==> src/rtl/img_cap_pkg.sv <==
// Shared types and sizing for the frame-capture / downsample writer.
package img_cap_pkg;

    typedef enum logic [1:0] {
        IDLE    = 2'd0,
        ARMED   = 2'd1,
        CAPTURE = 2'd2,
        DONE    = 2'd3
    } cap_state_t;

    localparam int DEF_BLK_LOG2 = 4;
    localparam int DEF_OUT_DIM  = 28;
    localparam int CROP         = DEF_OUT_DIM << DEF_BLK_LOG2;
    localparam int NPIX         = DEF_OUT_DIM * DEF_OUT_DIM;
    localparam int ADDR_W       = $clog2(NPIX);

endpackage

==> src/rtl/image_capture_writer_pix_stream_counter.sv <==
// Tracks pixel column / line position inside the incoming frame and flags frame start.
module pix_stream_counter #(
    parameter int IMG_W = 640,
    parameter int IMG_H = 480,
    parameter int XW    = $clog2(IMG_W + 1),
    parameter int YW    = $clog2(IMG_H + 1)
) (
    input  logic          clk,
    input  logic          rst_n,
    input  logic          fval,
    input  logic          lval,
    input  logic          pix_vld,
    output logic [XW-1:0] x_cnt,
    output logic [YW-1:0] y_cnt,
    output logic          frame_start,
    output logic          pix_ok
);

    logic fval_q;
    logic lval_q;
    logic line_end;
    logic pix_act;

    assign frame_start = fval & ~fval_q;
    assign line_end    = lval_q & ~lval;
    assign pix_act     = fval & lval & pix_vld;
    // Pixels past the nominal frame size are dropped, not wrapped.
    assign pix_ok      = pix_act && (x_cnt < XW'(IMG_W)) && (y_cnt < YW'(IMG_H));

    always_ff @(posedge clk or negedge rst_n) begin
        if (!rst_n) begin
            fval_q <= 1'b0;
            lval_q <= 1'b0;
            x_cnt  <= '0;
            y_cnt  <= '0;
        end else begin
            fval_q <= fval;
            lval_q <= lval;
            if (line_end)
                x_cnt <= '0;
            else if (pix_act && (x_cnt < XW'(IMG_W)))
                x_cnt <= x_cnt + 1'b1;
            if (frame_start)
                y_cnt <= '0;
            else if (line_end && (y_cnt < YW'(IMG_H)))
                y_cnt <= y_cnt + 1'b1;
        end
    end

endmodule

==> src/rtl/image_capture_writer.sv <==
// Captures one frame on request, box-averages the centred crop into OUT_DIM x OUT_DIM
// pixels and streams them into image_mem in raster order.
module image_capture_writer
    import img_cap_pkg::*;
#(
    parameter int IMG_W    = 640,
    parameter int IMG_H    = 480,
    parameter int X0       = 96,
    parameter int Y0       = 16,
    parameter int BLK_LOG2 = 4,
    parameter int OUT_DIM  = 28,
    parameter int INVERT   = 1
) (
    input  logic              clk,
    input  logic              rst_n,
    input  logic              fval,
    input  logic              lval,
    input  logic              pix_vld,
    input  logic [7:0]        pix_data,
    input  logic              cap_req,
    output logic              cap_busy,
    output logic              cap_done,
    output logic              wr_en,
    output logic [ADDR_W-1:0] wr_addr,
    output logic [7:0]        wr_data
);

    localparam int CROP_N = OUT_DIM << BLK_LOG2;
    localparam int NPIX_N = OUT_DIM * OUT_DIM;
    localparam int XW     = $clog2(IMG_W + 1);
    localparam int YW     = $clog2(IMG_H + 1);
    localparam int CW     = $clog2(OUT_DIM);
    localparam int ACC_W  = 8 + 2 * BLK_LOG2;
    localparam logic [BLK_LOG2-1:0] SUB_LAST = '1;

    cap_state_t        state, state_nxt;
    logic [XW-1:0]     x_cnt, dx;
    logic [YW-1:0]     y_cnt, dy;
    logic              frame_start, pix_ok;
    logic              in_win, blk_end, last_blk, do_write;
    logic [CW-1:0]     col, row;
    logic [ADDR_W-1:0] blk_addr;
    logic [ACC_W-1:0]  acc [OUT_DIM];
    logic [ACC_W-1:0]  sum;
    logic [7:0]        avg;

    pix_stream_counter #(
        .IMG_W(IMG_W), .IMG_H(IMG_H), .XW(XW), .YW(YW)
    ) u_cnt (
        .clk        (clk),
        .rst_n      (rst_n),
        .fval       (fval),
        .lval       (lval),
        .pix_vld    (pix_vld),
        .x_cnt      (x_cnt),
        .y_cnt      (y_cnt),
        .frame_start(frame_start),
        .pix_ok     (pix_ok)
    );

    assign dx       = x_cnt - XW'(X0);
    assign dy       = y_cnt - YW'(Y0);
    assign in_win   = pix_ok && (x_cnt >= XW'(X0)) && (dx < XW'(CROP_N))
                             && (y_cnt >= YW'(Y0)) && (dy < YW'(CROP_N));
    assign col      = dx[BLK_LOG2 +: CW];
    assign row      = dy[BLK_LOG2 +: CW];
    assign blk_end  = in_win && (dx[BLK_LOG2-1:0] == SUB_LAST) && (dy[BLK_LOG2-1:0] == SUB_LAST);
    assign blk_addr = ADDR_W'(row) * ADDR_W'(OUT_DIM) + ADDR_W'(col);
    assign last_blk = (blk_addr == ADDR_W'(NPIX_N - 1));
    // Block sums are a power of two in size, so the mean is just the top byte.
    assign sum      = acc[col] + ACC_W'(pix_data);
    assign avg      = sum[ACC_W-1 -: 8];
    assign do_write = (state == CAPTURE) && blk_end;

    always_comb begin
        state_nxt = state;
        cap_busy  = 1'b0;
        cap_done  = 1'b0;
        case (state)
            IDLE:    if (cap_req) state_nxt = ARMED;
            ARMED: begin
                cap_busy = 1'b1;
                if (frame_start) state_nxt = CAPTURE;
            end
            CAPTURE: begin
                cap_busy = 1'b1;
                if (blk_end && last_blk) state_nxt = DONE;
                else if (!fval)          state_nxt = ARMED;
            end
            DONE: begin
                cap_done = 1'b1;
                if (cap_req) state_nxt = ARMED;
            end
            default: state_nxt = IDLE;
        endcase
    end

    always_ff @(posedge clk or negedge rst_n) begin
        if (!rst_n) state <= IDLE;
        else        state <= state_nxt;
    end

    always_ff @(posedge clk or negedge rst_n) begin
        if (!rst_n) begin
            wr_en   <= 1'b0;
            wr_addr <= '0;
            wr_data <= '0;
            for (int i = 0; i < OUT_DIM; i++) acc[i] <= '0;
        end else begin
            wr_en <= do_write;
            if (do_write) begin
                wr_addr <= blk_addr;
                wr_data <= (INVERT != 0) ? ~avg : avg;
            end
            // A retry after a short frame must not inherit partial sums.
            if ((state == ARMED) && frame_start) begin
                for (int i = 0; i < OUT_DIM; i++) acc[i] <= '0;
            end else if ((state == CAPTURE) && in_win) begin
                acc[col] <= blk_end ? '0 : sum;
            end
        end
    end

endmodule
==> config.mk <==
export PLATFORM = sky130hd
export DESIGN_NAME = image_capture_writer
export DESIGN_NICKNAME = d
export VERILOG_FILES = /design/src/rtl/img_cap_pkg.sv /design/src/rtl/image_capture_writer_pix_stream_counter.sv /design/src/rtl/image_capture_writer.sv
export SDC_FILE = /design/constraint.sdc
export NUM_CORES = 1
export LEC_CHECK = 0
export ABC_CLOCK_PERIOD_IN_PS = 5200
export CAP_MARGIN = 25
export CORE_MARGIN = 2
export CORE_UTILIZATION = 57
export CTS_CLUSTER_SIZE = 40
export DETAILED_ROUTE_END_ITERATION = 7
export GPL_TIMING_DRIVEN = 0
export PLACE_DENSITY = 0.76
export SYNTH_ARGS = -nofsm -noshare
export SYNTH_HDL_FRONTEND = slang
export SYNTH_HIERARCHICAL = 1
export SYNTH_SLANG_ARGS = --single-unit
==> constraint.sdc <==
create_clock -name clk -period 5.2 [get_ports clk]
set_input_delay 0.78 -clock clk [delete_from_list [all_inputs] [get_ports clk]]
set_output_delay 0.78 -clock clk [all_outputs]
set_load 0.01 [all_outputs]
* Word-level counts from Yosys, hierarchy flattened
Cells that the tools add are included.
Cells by class: multipliers 1, bitwise operators 8, equality and inequality tests 9, order comparisons 8, muxes and demuxes 20, add/sub/neg operators 6, reduce and logical (&&, ||, !) cells 21
Operators by type and width (count):
- $mux 448 | 2
- $bwmux 448 | 1
- $bmux 16 s5 | 1
- $demux 16 s5 | 1
- $mux 16 | 4
- $mux 10 | 2
- $lt 9x9->1 const B | 2
- $mux 9 | 2
- $add 16x8->16 | 1
- $logic_and 1x1->1 | 14
- $add 10x1->10 const B | 1
- $add 10x5->10 | 1
- $eq 10x10->1 const B | 1
- $ge 10x7->1 const B | 1
- $lt 10x10->1 const B | 1
- $lt 10x9->1 const B | 1
- $sub 10x7->10 const B | 1
- $add 9x1->9 const B | 1
- $ge 9x5->1 const B | 1
- $sub 9x5->9 const B | 1
- $eq 4x4->1 const B | 2
- $mul 5x3->8 const B | 1
- $mux 2 | 4
- $not 8->8 | 1
- other kinds (16) | 25
Word-level totals: word-level logic and storage cells 109, bits in registers 490, input port bits 14

* Logic depth before layout (Yosys ltp)
Gate-level depths: netlist (run 1).
word-level depth 14, depth in mapped cells 22, mapped depth without buffers 18

* Hierarchy
Netlist (run 1), hierarchy kept.
Modules (own cells, without submodules):
- image_capture_writer | seq. area each 11736.3 um^2, instances 1, cells each 2372, area an instance 23527.6 um^2
- pix_stream_counter | seq. area each 525.5 um^2, instances 1, cells each 106, area an instance 1087.3 um^2

* Worst setup path after synthesis (run 1)
Ideal clock, no wire load.
path type register to register, start point register u_cnt.x_cnt[4], end point register acc[168] (netlist bit), stages on the path, launching flop included 21, clock period less this slack 4.853 ns, path slack 0.347 ns, required time 5.122 ns, data arrival time 4.775 ns, path through dfrtp_1 -> buf_4 -> buf_4 -> buf_2 -> buf_2 -> buf_2 -> mux4_2 -> a22oi_1 -> o211ai_1 -> ha_1 -> fa_1 -> a21o_1 -> a21oi_1 -> nor2b_1 -> o21a_1 -> o21a_1 -> xnor2_1 -> nor2_2 -> buf_2 -> nand2_1 -> a21oi_1
Between the ends: word-level cells in the longest chain between the ends 13
RTL lines:
- start, declared | RTL line image_capture_writer_pix_stream_counter.sv:13 | output logic [XW-1:0] x_cnt,
- start signal, assigned | RTL line image_capture_writer_pix_stream_counter.sv:42 | x_cnt <= x_cnt + 1'b1;
- branches (longest 13 deep; another with $add 16x8->16)
- end signal, assigned by index | RTL line image_capture_writer.sv:119 | acc[col] <= blk_end ? '0 : sum;
- end, declared | RTL line image_capture_writer.sv:43 | logic [ACC_W-1:0] acc [OUT_DIM];
Several ways; the timed one is not identified. The select of a mux whose other input is x is not followed. A chain may end at the register's enable or synchronous reset.

* Worst setup path after layout (run 1)
start point register u_cnt.x_cnt[5], end point register acc[399] (netlist bit)
Same word-level chain as after synthesis.

==> flow_metrics.py, run 1 <==
metrics = {
    "status": {
        "result_of_the_run": "finished clean",
    },
    "logic_synthesis": {
        "synth.yosys.warnings": 6,
        "synth-edff-count": 0,
        "synth.distinct_cells": 80,
        "postSynthRegisterBits": 490,
        "synth.yosys.seq_area_share_pct": 49.8,
        "synth_top_flop_cell": "dfrtp_1",
        "syn_area_um2": 24600,
        "synthesis.instances": 2478,
        "synthArstFlopShare_pct": 100,
        "mappedNetlistNets": 2524,
        "postSynthAreaPerCell_um2": 9.93,
    },
    "power_and_ir_drop": {
        "p_seq_share_pct": 46.6,
        "internal_power_mw": 6.12,
        "swShare_pct": 25.8,
        "power-per-cell-area_nw_per_um2": 298,
        "pwr-share-comb_pct": 7.6,
        "clock_network_fraction_of_total_power_pct": 45.8,
        "max_vdd_drop_mv": 0.214,
        "switchingPower_mw": 2.13,
        "total_leakage_power_nw": 11.8,
    },
    "worst_setup_path": {
        "critical_path_buf_inv_count": 5,
        "worst_setup_path_end_kind": "flip-flop",
        "crit_path_start_kind": "flip-flop",
        "crit_fanout": 28,
        "cpPeakStageDelay_ns": 0.52,
        "critical_path.slowest_cell": "or4_1",
        "timing.critical_path.cells": "buf_6, buf_12, buf_4, mux4_2, nand2_1, a21oi_1, a31oi_1, o211ai_1, ha_1, a21o_1, a21oi_1, nor2_1, o31a_1, o21a_1, nand4_2, or4_1, buf_2, buf_6, a32oi_1, nor2_1",
        "path_delay_family": "compound AO/OA/AOI/OAI gates",
        "path_class": "flip-flop to flip-flop",
        "critical_path_required_ns": 5.66,
        "critical_path_arrival_ns": 5.60,
    },
    "detailed_routing": {
        "viasPerCell": 6.83,
        "routed_wirelength_um": 86000,
        "detail-route-antenna-nets": 0,
        "post-route-drc-count": 0,
        "count_of_routing_violations_after_the_opening_detailed_route_iteration": 3596,
        "detail_route.first_pass.iterations": 6,
        "detail_route.wl_per_cell_um": 26.9,
        "detailed_route_via_count": 21900,
    },
    "place": {
        "place.gp.congestion": 0.999,
        "dp.final_hpwl_um": 62100,
        "place.port_buffers": 34,
    },
    "timing": {
        "layout_worst_path_cycle_share_pct": 98.9,
        "setup_tns_ns": 0,
        "max_slew_margin_pct": 25.0,
        "worst_pin_slew_ns": 1.12,
        "report.final.setup_viol": 0,
        "hold_violations": 0,
        "holdWs_ns": 0.0646,
        "slew_viol_final": 0,
        "min_period_ns": 5.14,
        "finalClockSkew_ns": 0.0169,
        "maxClockFrequency_mhz": 194,
    },
    "final_layout": {
        "n_fill_cell": 3409,
        "sequential_standard_cell_area_um2": 12300,
        "syn2layout_area_growth_pct": 12.6,
        "layout-drive-gt1-share_pct": 13.6,
        "final_core_util_pct": 64.7,
        "finish.net_count": 2617,
        "area_of_combinational_cells_with_multiple_inputs_um2": 11500,
    },
    "job": {
        "max_cap_violations": 0,
    },
    "cts": {
        "clock_tree_from_tritoncts": "built",
        "cts_buffer_depth": 3,
        "cts_root_cell": "clkbuf_16",
        "htree_levels": 2,
        "later_pin_clock_latency_in_the_skew_report_ns": 0.62,
        "cts_made_buffers": 51,
        "clock-sinks": 490,
        "clk_pin_slew_worst_paths_ns": 0.06,
        "cts_hold_bufs": 0,
    },
    "hold_path": {
        "worst_hold_path_type": "primary input to async pin",
    },
    "floorplanning": {
        "initial_utilization_pct": 57.4,
        "num_io_pins": 35,
        "die_height_um": 212,
        "die_area_um2": 44900,
        "row_count": 76,
        "core-area_um2": 42900,
        "die_width_um": 212,
    },
    "global_routing": {
        "grt_start_max_net_pins": 127,
        "number_of_global_route_vias_before_repair": 21100,
        "antenna_found_initial": 1,
        "grt_first_pass_wirelength_um": 127000,
        "grt_overflow": 0,
        "aggregate_global_route_resource_usage_pct": 38.6,
    },
}
[stage by stage]
| step | std cells | setup slack (ns) | area, um2 | total power, mW |
|---|---|---|---|---|
| CTS | 3189 | 0.000757 | 27600 | 8.21 |
| floorplan | 2478 | 0.347 | 24600 | 4.20 |
| global placement | 3097 | -17.76 | 25700 | 4.50 |
| detailed placement | 3103 | -1.86 | 25800 | 4.52 |
| global route | 3197 | -0.0120 | 27700 | 8.42 |
| finish | 3198 | 0.0584 | 27700 | 8.25 |
[worst reg2reg max path: cells and delay by family, from the launching register on]
kind / cells / cell delay [ns]
AO/OA/AOI/OAI: 8 / 1.44
adder cells (fa/ha/maj): 1 / 0.35
buffers and inverters: 5 / 1.15
flip-flops: 1 / 0.46
multiplexers: 1 / 0.41
AND/OR/NAND/NOR: 5 / 1.14
[what timing repair did]
item | in CTS | in global routing
gates cloned | 0 | 1
gates resized for setup | 44 | 26
buffers inserted | 0 | 8
setup endpoints to repair | 448 | 285
pin swaps | 0 | 2
hold endpoints to repair | 0 | 0
[synthesized netlist by cell type (all sizes together), types with 8 or more instances]
cell	count	area, um2
a21oi	263	1330
a22o	12	105
a22oi	60	465
a31oi	9	56.3
a32o	10	101
a32oi	16	140
and2	9	56.3
buf	72	418
clkbuf	127	477
dfrtp	490	12300
ha	28	350
inv	17	63.8
mux2	8	90.1
mux2i	16	160
mux4	112	2520
nand2	487	1830
nand3	148	756
nand4	60	422
nor2	223	872
nor3	18	120
o211ai	12	90.1
o21a	8	60.1
o21ai	148	748
o31ai	14	125
xnor2	18	199
[routing by layer]
layer  track usage [%]  wire length, um
met1              50.0            31400
met2              58.9            38600
met3              10.2            10500
met4              22.8             5480
met5                 0               14
[power by group through the flow]
stage,registers (mW),clock network [mW],logic [mW]
detailed placement,3.91,0,0.605
CTS,3.84,3.76,0.610
floorplan,3.91,0,0.287
global placement,3.92,0,0.577
global route,3.84,3.92,0.663
finish,3.84,3.78,0.630
[path summary, 6_finish.rpt]
| check | from | to | slack, ns | depth (start not counted) |
|---|---|---|---|---|
| max | u_cnt/x_cnt[5] | acc[399] | 0.06 | 20 |
| min | rst_n | u_cnt/y_cnt[8] | 0.06 | 1 |
| max reg2reg | u_cnt/x_cnt[5] | acc[399] | 0.06 | 20 |
| min reg2reg | wr_addr[3] | wr_addr[3] | 0.47 | 2 |
| max in group asynchronous | rst_n | acc[120] | 3.60 | 3 |
| min in group clk | wr_addr[3] | wr_addr[3] | 0.47 | 2 |
[cell usage in the layout, fill, tap and decap left out, types with 8 or more instances in the layout]
cell,n
buf_4,22
a22oi_1,57
o211ai_1,12
and2_1,9
mux2i_1,16
clkinv_2,11
a31oi_1,8
ha_1,27
mux4_2,112
o31ai_1,10
o21ai_1,37
buf_6,13
a32oi_1,16
nor2_2,12
inv_1,16
clkbuf_16,52
o21ai_0,109
nor3_1,12
clkbuf_1,123
xnor2_1,13
mux2_2,8
nand2_1,486
clkdlybuf4s50_1,33
clkbuf_8,12
a21oi_1,261
buf_1,10
nand4_1,54
clkbuf_2,10
nor2_1,209
a22o_1,12
nand3_1,145
dfrtp_1,487
buf_2,30
a32o_1,9
[registers in the layout, summed over array words and instances (netlist names)]
name / flops
wr_addr: 10
state: 2
wr_data: 8
u_cnt/y_cnt: 9
u_cnt/lval_q: 1
wr_en: 1
u_cnt/x_cnt: 10
acc: 448
u_cnt/fval_q: 1
[kinds of logic after synthesis]
| logic type | Yosys count | share of synthesized area, % |
|---|---|---|
| AOI/OAI and AO/OA | 574 | 13.8 |
| xor gates and xnor gates | 25 | 1.09 |
| adders and majority gates | 32 | 1.75 |
| buffers and inverters | 218 | 3.92 |
| DFF | 490 | 49.8 |
| muxes | 136 | 11.3 |
| and+or+nand+nor | 1003 | 18.3 |
[area by class of cell]
type                            count  share of cell area [%]
Buffer                            190                    3.43
Tap cell                          585                    2.64
Clock buffer                       76                    5.37
Inverter                           19                   0.257
Clock inverter                     18                   0.727
Antenna cell                        1                 0.00903
Timing Repair Buffer               49                    1.99
Multi-Input combinational cell   1770                    41.3
Sequential cell                   490                    44.2
Power figures use the tool's default switching activity.
==> inputs of run 2 (changes only) <==
--- a/config.mk
+++ b/config.mk
@@ -13,6 +13,7 @@
 export DETAILED_ROUTE_END_ITERATION = 7
 export GPL_TIMING_DRIVEN = 0
 export PLACE_DENSITY = 0.76
+export SETUP_SLACK_MARGIN = 0.05
 export SYNTH_ARGS = -nofsm -noshare
 export SYNTH_HDL_FRONTEND = slang
 export SYNTH_HIERARCHICAL = 1
==> run 2 against run 1 <==
The run now ends with design-rule violations left. Die area stayed put. Cell count about the same. Count of clock-buffer cells in the layout unchanged. Sequential cell count is the same.
==> flow_metrics.py, run 2 (synthesis results as in run 1) <==
metrics = {
    "detailed_routing": {
        "topRoutingLayerUsed": "met5",
        "detail_route.wl_per_cell_um": 27.0,
        "routed-wl-met2_um": 38700,
        "wl_met3_um": 10700,
        "routed_wirelength_um": 86400,
        "count_of_routing_violations_after_the_opening_detailed_route_iteration": 3792,
        "detailed_route_via_count": 21800,
        "viasPerCell": 6.82,
        "detail-route-antenna-nets": 0,
        "post-route-drc-count": 5,
        "wirelength_met1_um": 31400,
        "detail_route.first_pass.iterations": 8,
    },
    "final_layout": {
        "layout.cells.most_common": "dfrtp_1",
        "diodes": 0,
        "finish.net_count": 2621,
        "finish.instance_area_um2": 27900,
        "layout.cells.non_filler": 3201,
        "number_of_flip_flops_under_the_largest_register_name": 448,
        "reg_top3": "acc x448, u_cnt/x_cnt x10, wr_addr x10",
        "layout-drive-gt1-share_pct": 13.9,
        "final_core_util_pct": 65.0,
        "layout_common_cells": "dfrtp_1 (488), nand2_1 (486), a21oi_1 (261), nor2_1 (208), nand3_1 (145)",
        "register_containing_the_most_flip_flops_in_the_final_layout": "acc",
        "syn2layout_area_growth_pct": 13.2,
    },
    "power_and_ir_drop": {
        "power.total_mw": 8.25,
        "total_leakage_power_nw": 11.9,
        "max_vdd_drop_mv": 0.215,
        "power-per-cell-area_nw_per_um2": 296,
    },
    "timing": {
        "layout_worst_path_cycle_share_pct": 97.4,
        "slew_viol_final": 0,
        "min_period_ns": 5.06,
        "report.final.setup_viol": 0,
        "maxClockFrequency_mhz": 197,
        "finalClockSkew_ns": 0.0210,
        "max_slew_margin_pct": 22.8,
        "worst_pin_slew_ns": 1.15,
        "rsz_0062_raised_after_global_routing": "yes",
        "hold_violations": 0,
        "holdWs_ns": 0.0646,
    },
    "cts": {
        "htree_levels": 2,
        "cts_hold_bufs": 0,
        "clock_tree_from_tritoncts": "built",
        "cts_buffer_depth": 3,
        "clock-sinks": 490,
        "cts_made_buffers": 51,
        "cts_root_cell": "clkbuf_16",
        "clk_pin_slew_worst_paths_ns": 0.06,
        "later_pin_clock_latency_in_the_skew_report_ns": 0.63,
    },
    "global_routing": {
        "aggregate_global_route_resource_usage_pct": 39.0,
        "grt_first_pass_wirelength_um": 128000,
        "grt_start_max_net_pins": 127,
        "grt_overflow": 0,
        "antenna_found_initial": 1,
        "number_of_global_route_vias_before_repair": 21200,
    },
    "status": {
        "result_of_the_run": "finished, violations left",
        "violations_in_the_final_reports": "design-rule violations",
    },
    "worst_setup_path": {
        "critical_path_arrival_ns": 5.60,
        "r2r.worst_path.cells": 19,
        "reg2reg_setup_slack_ns": 0.14,
        "critical_path_required_ns": 5.73,
        "crit_fanout": 19,
        "worst_r2r_startpoint": "u_cnt/x_cnt[4]",
        "timing.critical_path.cells": "buf_12, buf_16, buf_12, mux4_2, nand2_1, a21oi_1, a31oi_1, o211ai_1, ha_1, a21o_1, a21oi_1, nor2_2, o31a_1, o21a_2, nand2_1, xnor2_4, nand2_1, buf_2, o21ai_0",
        "path_class": "flip-flop to flip-flop",
        "worst_setup_path_end_kind": "flip-flop",
        "crit_top_cell": "nand2_1",
        "crit-reg2reg-capture": "acc[345]",
        "crit_path_start_kind": "flip-flop",
        "critical_path.slowest_cell": "mux4_2",
        "cpPeakStageDelay_ns": 0.61,
    },
    "place": {
        "dp.final_hpwl_um": 62100,
        "placement.cell_area_um2": 25800,
        "dp.cells": 3103,
        "place.gp.congestion": 0.999,
        "place.port_buffers": 34,
    },
    "floorplanning": {
        "die_height_um": 212,
        "num_io_pins": 35,
        "row_count": 76,
        "initial_utilization_pct": 57.4,
        "core-area_um2": 42900,
        "die_area_um2": 44900,
        "die_width_um": 212,
    },
    "job": {
        "max_cap_violations": 0,
    },
    "hold_path": {
        "worst_hold_path_type": "primary input to async pin",
    },
}
run 2: cell types whose count changed in the layout (fill, tap and decap cells not counted), moves of 2 or more:
cell and change:
buf_6 -4, clkbuf_8 +2, buf_12 +3, clkbuf_1 -3, clkbuf_4 +2, buf_2 -3
buf_8 +3, buf_4 +2, clkbuf_2 +2
run 2: power breakdown:
part	leakage, nW	internal, mW	switching [mW]
sequential	6.83	3.83	0.0152
clock	0.843	2.18	1.60
combinational	4.23	0.120	0.511
run 2: cell type report:
type / count / area, um2
fillers: 3398 / 15000
flip-flops and latches: 490 / 12300
multi-input cells: 1770 / 11500
clock buffers: 76 / 1490
plain buffers: 193 / 1070
well taps: 585 / 732
repair buffers: 50 / 543
clock inverters: 18 / 201
inverters: 19 / 71.3
run 2: layer usage:
layer,track usage [%],vias up
met5,0,-
met4,23.4,2
met3,10.1,385
met2,59.3,1621
met1,50.8,10800
li1,-,9028
run 2: worst max-delay path, delay by kind of cell, from the launching register on:
kind            cells  cell delay [ns]
simple gates        4             0.60
mux                 1             0.61
compound gates      8             1.73
flops               1             0.46
xor+xnor            1             0.22
buf+inv             4             0.95
fa+ha+maj           1             0.34
run 2: how the worst max path moves through the flow:
stage,slack [ns],cells after the start,startpoint,to
2_1_floorplan,0.35,20,u_cnt/x_cnt[4],acc[168]
3_3_place_gp,-17.76,1,rst_n,acc[116]
3_5_place_dp,-1.86,21,u_cnt/x_cnt[5],acc[200]
4_1_cts,0.09,19,u_cnt/x_cnt[4],acc[399]
5_1_grt,0.02,18,u_cnt/x_cnt[4],acc[345]
6_report,0.14,19,u_cnt/x_cnt[4],acc[345]
run 2: repair_timing:
action	4_1_cts	5_1_grt
buffers inserted	4	6
endpoints found under the setup margin	448	287
pin swaps	1	2
resized for setup	67	32
endpoints found under the hold margin	0	0
run 2: per-stage QoR:
step / setup TNS [ns] / setup slack [ns]
2_1_floorplan: 0 / 0.347
3_3_place_gp: -9197.59 / -17.76
3_5_place_dp: -583.87 / -1.86
4_1_cts: 0 / 0.0879
5_1_grt: 0 / 0.0182
6_report: 0 / 0.137
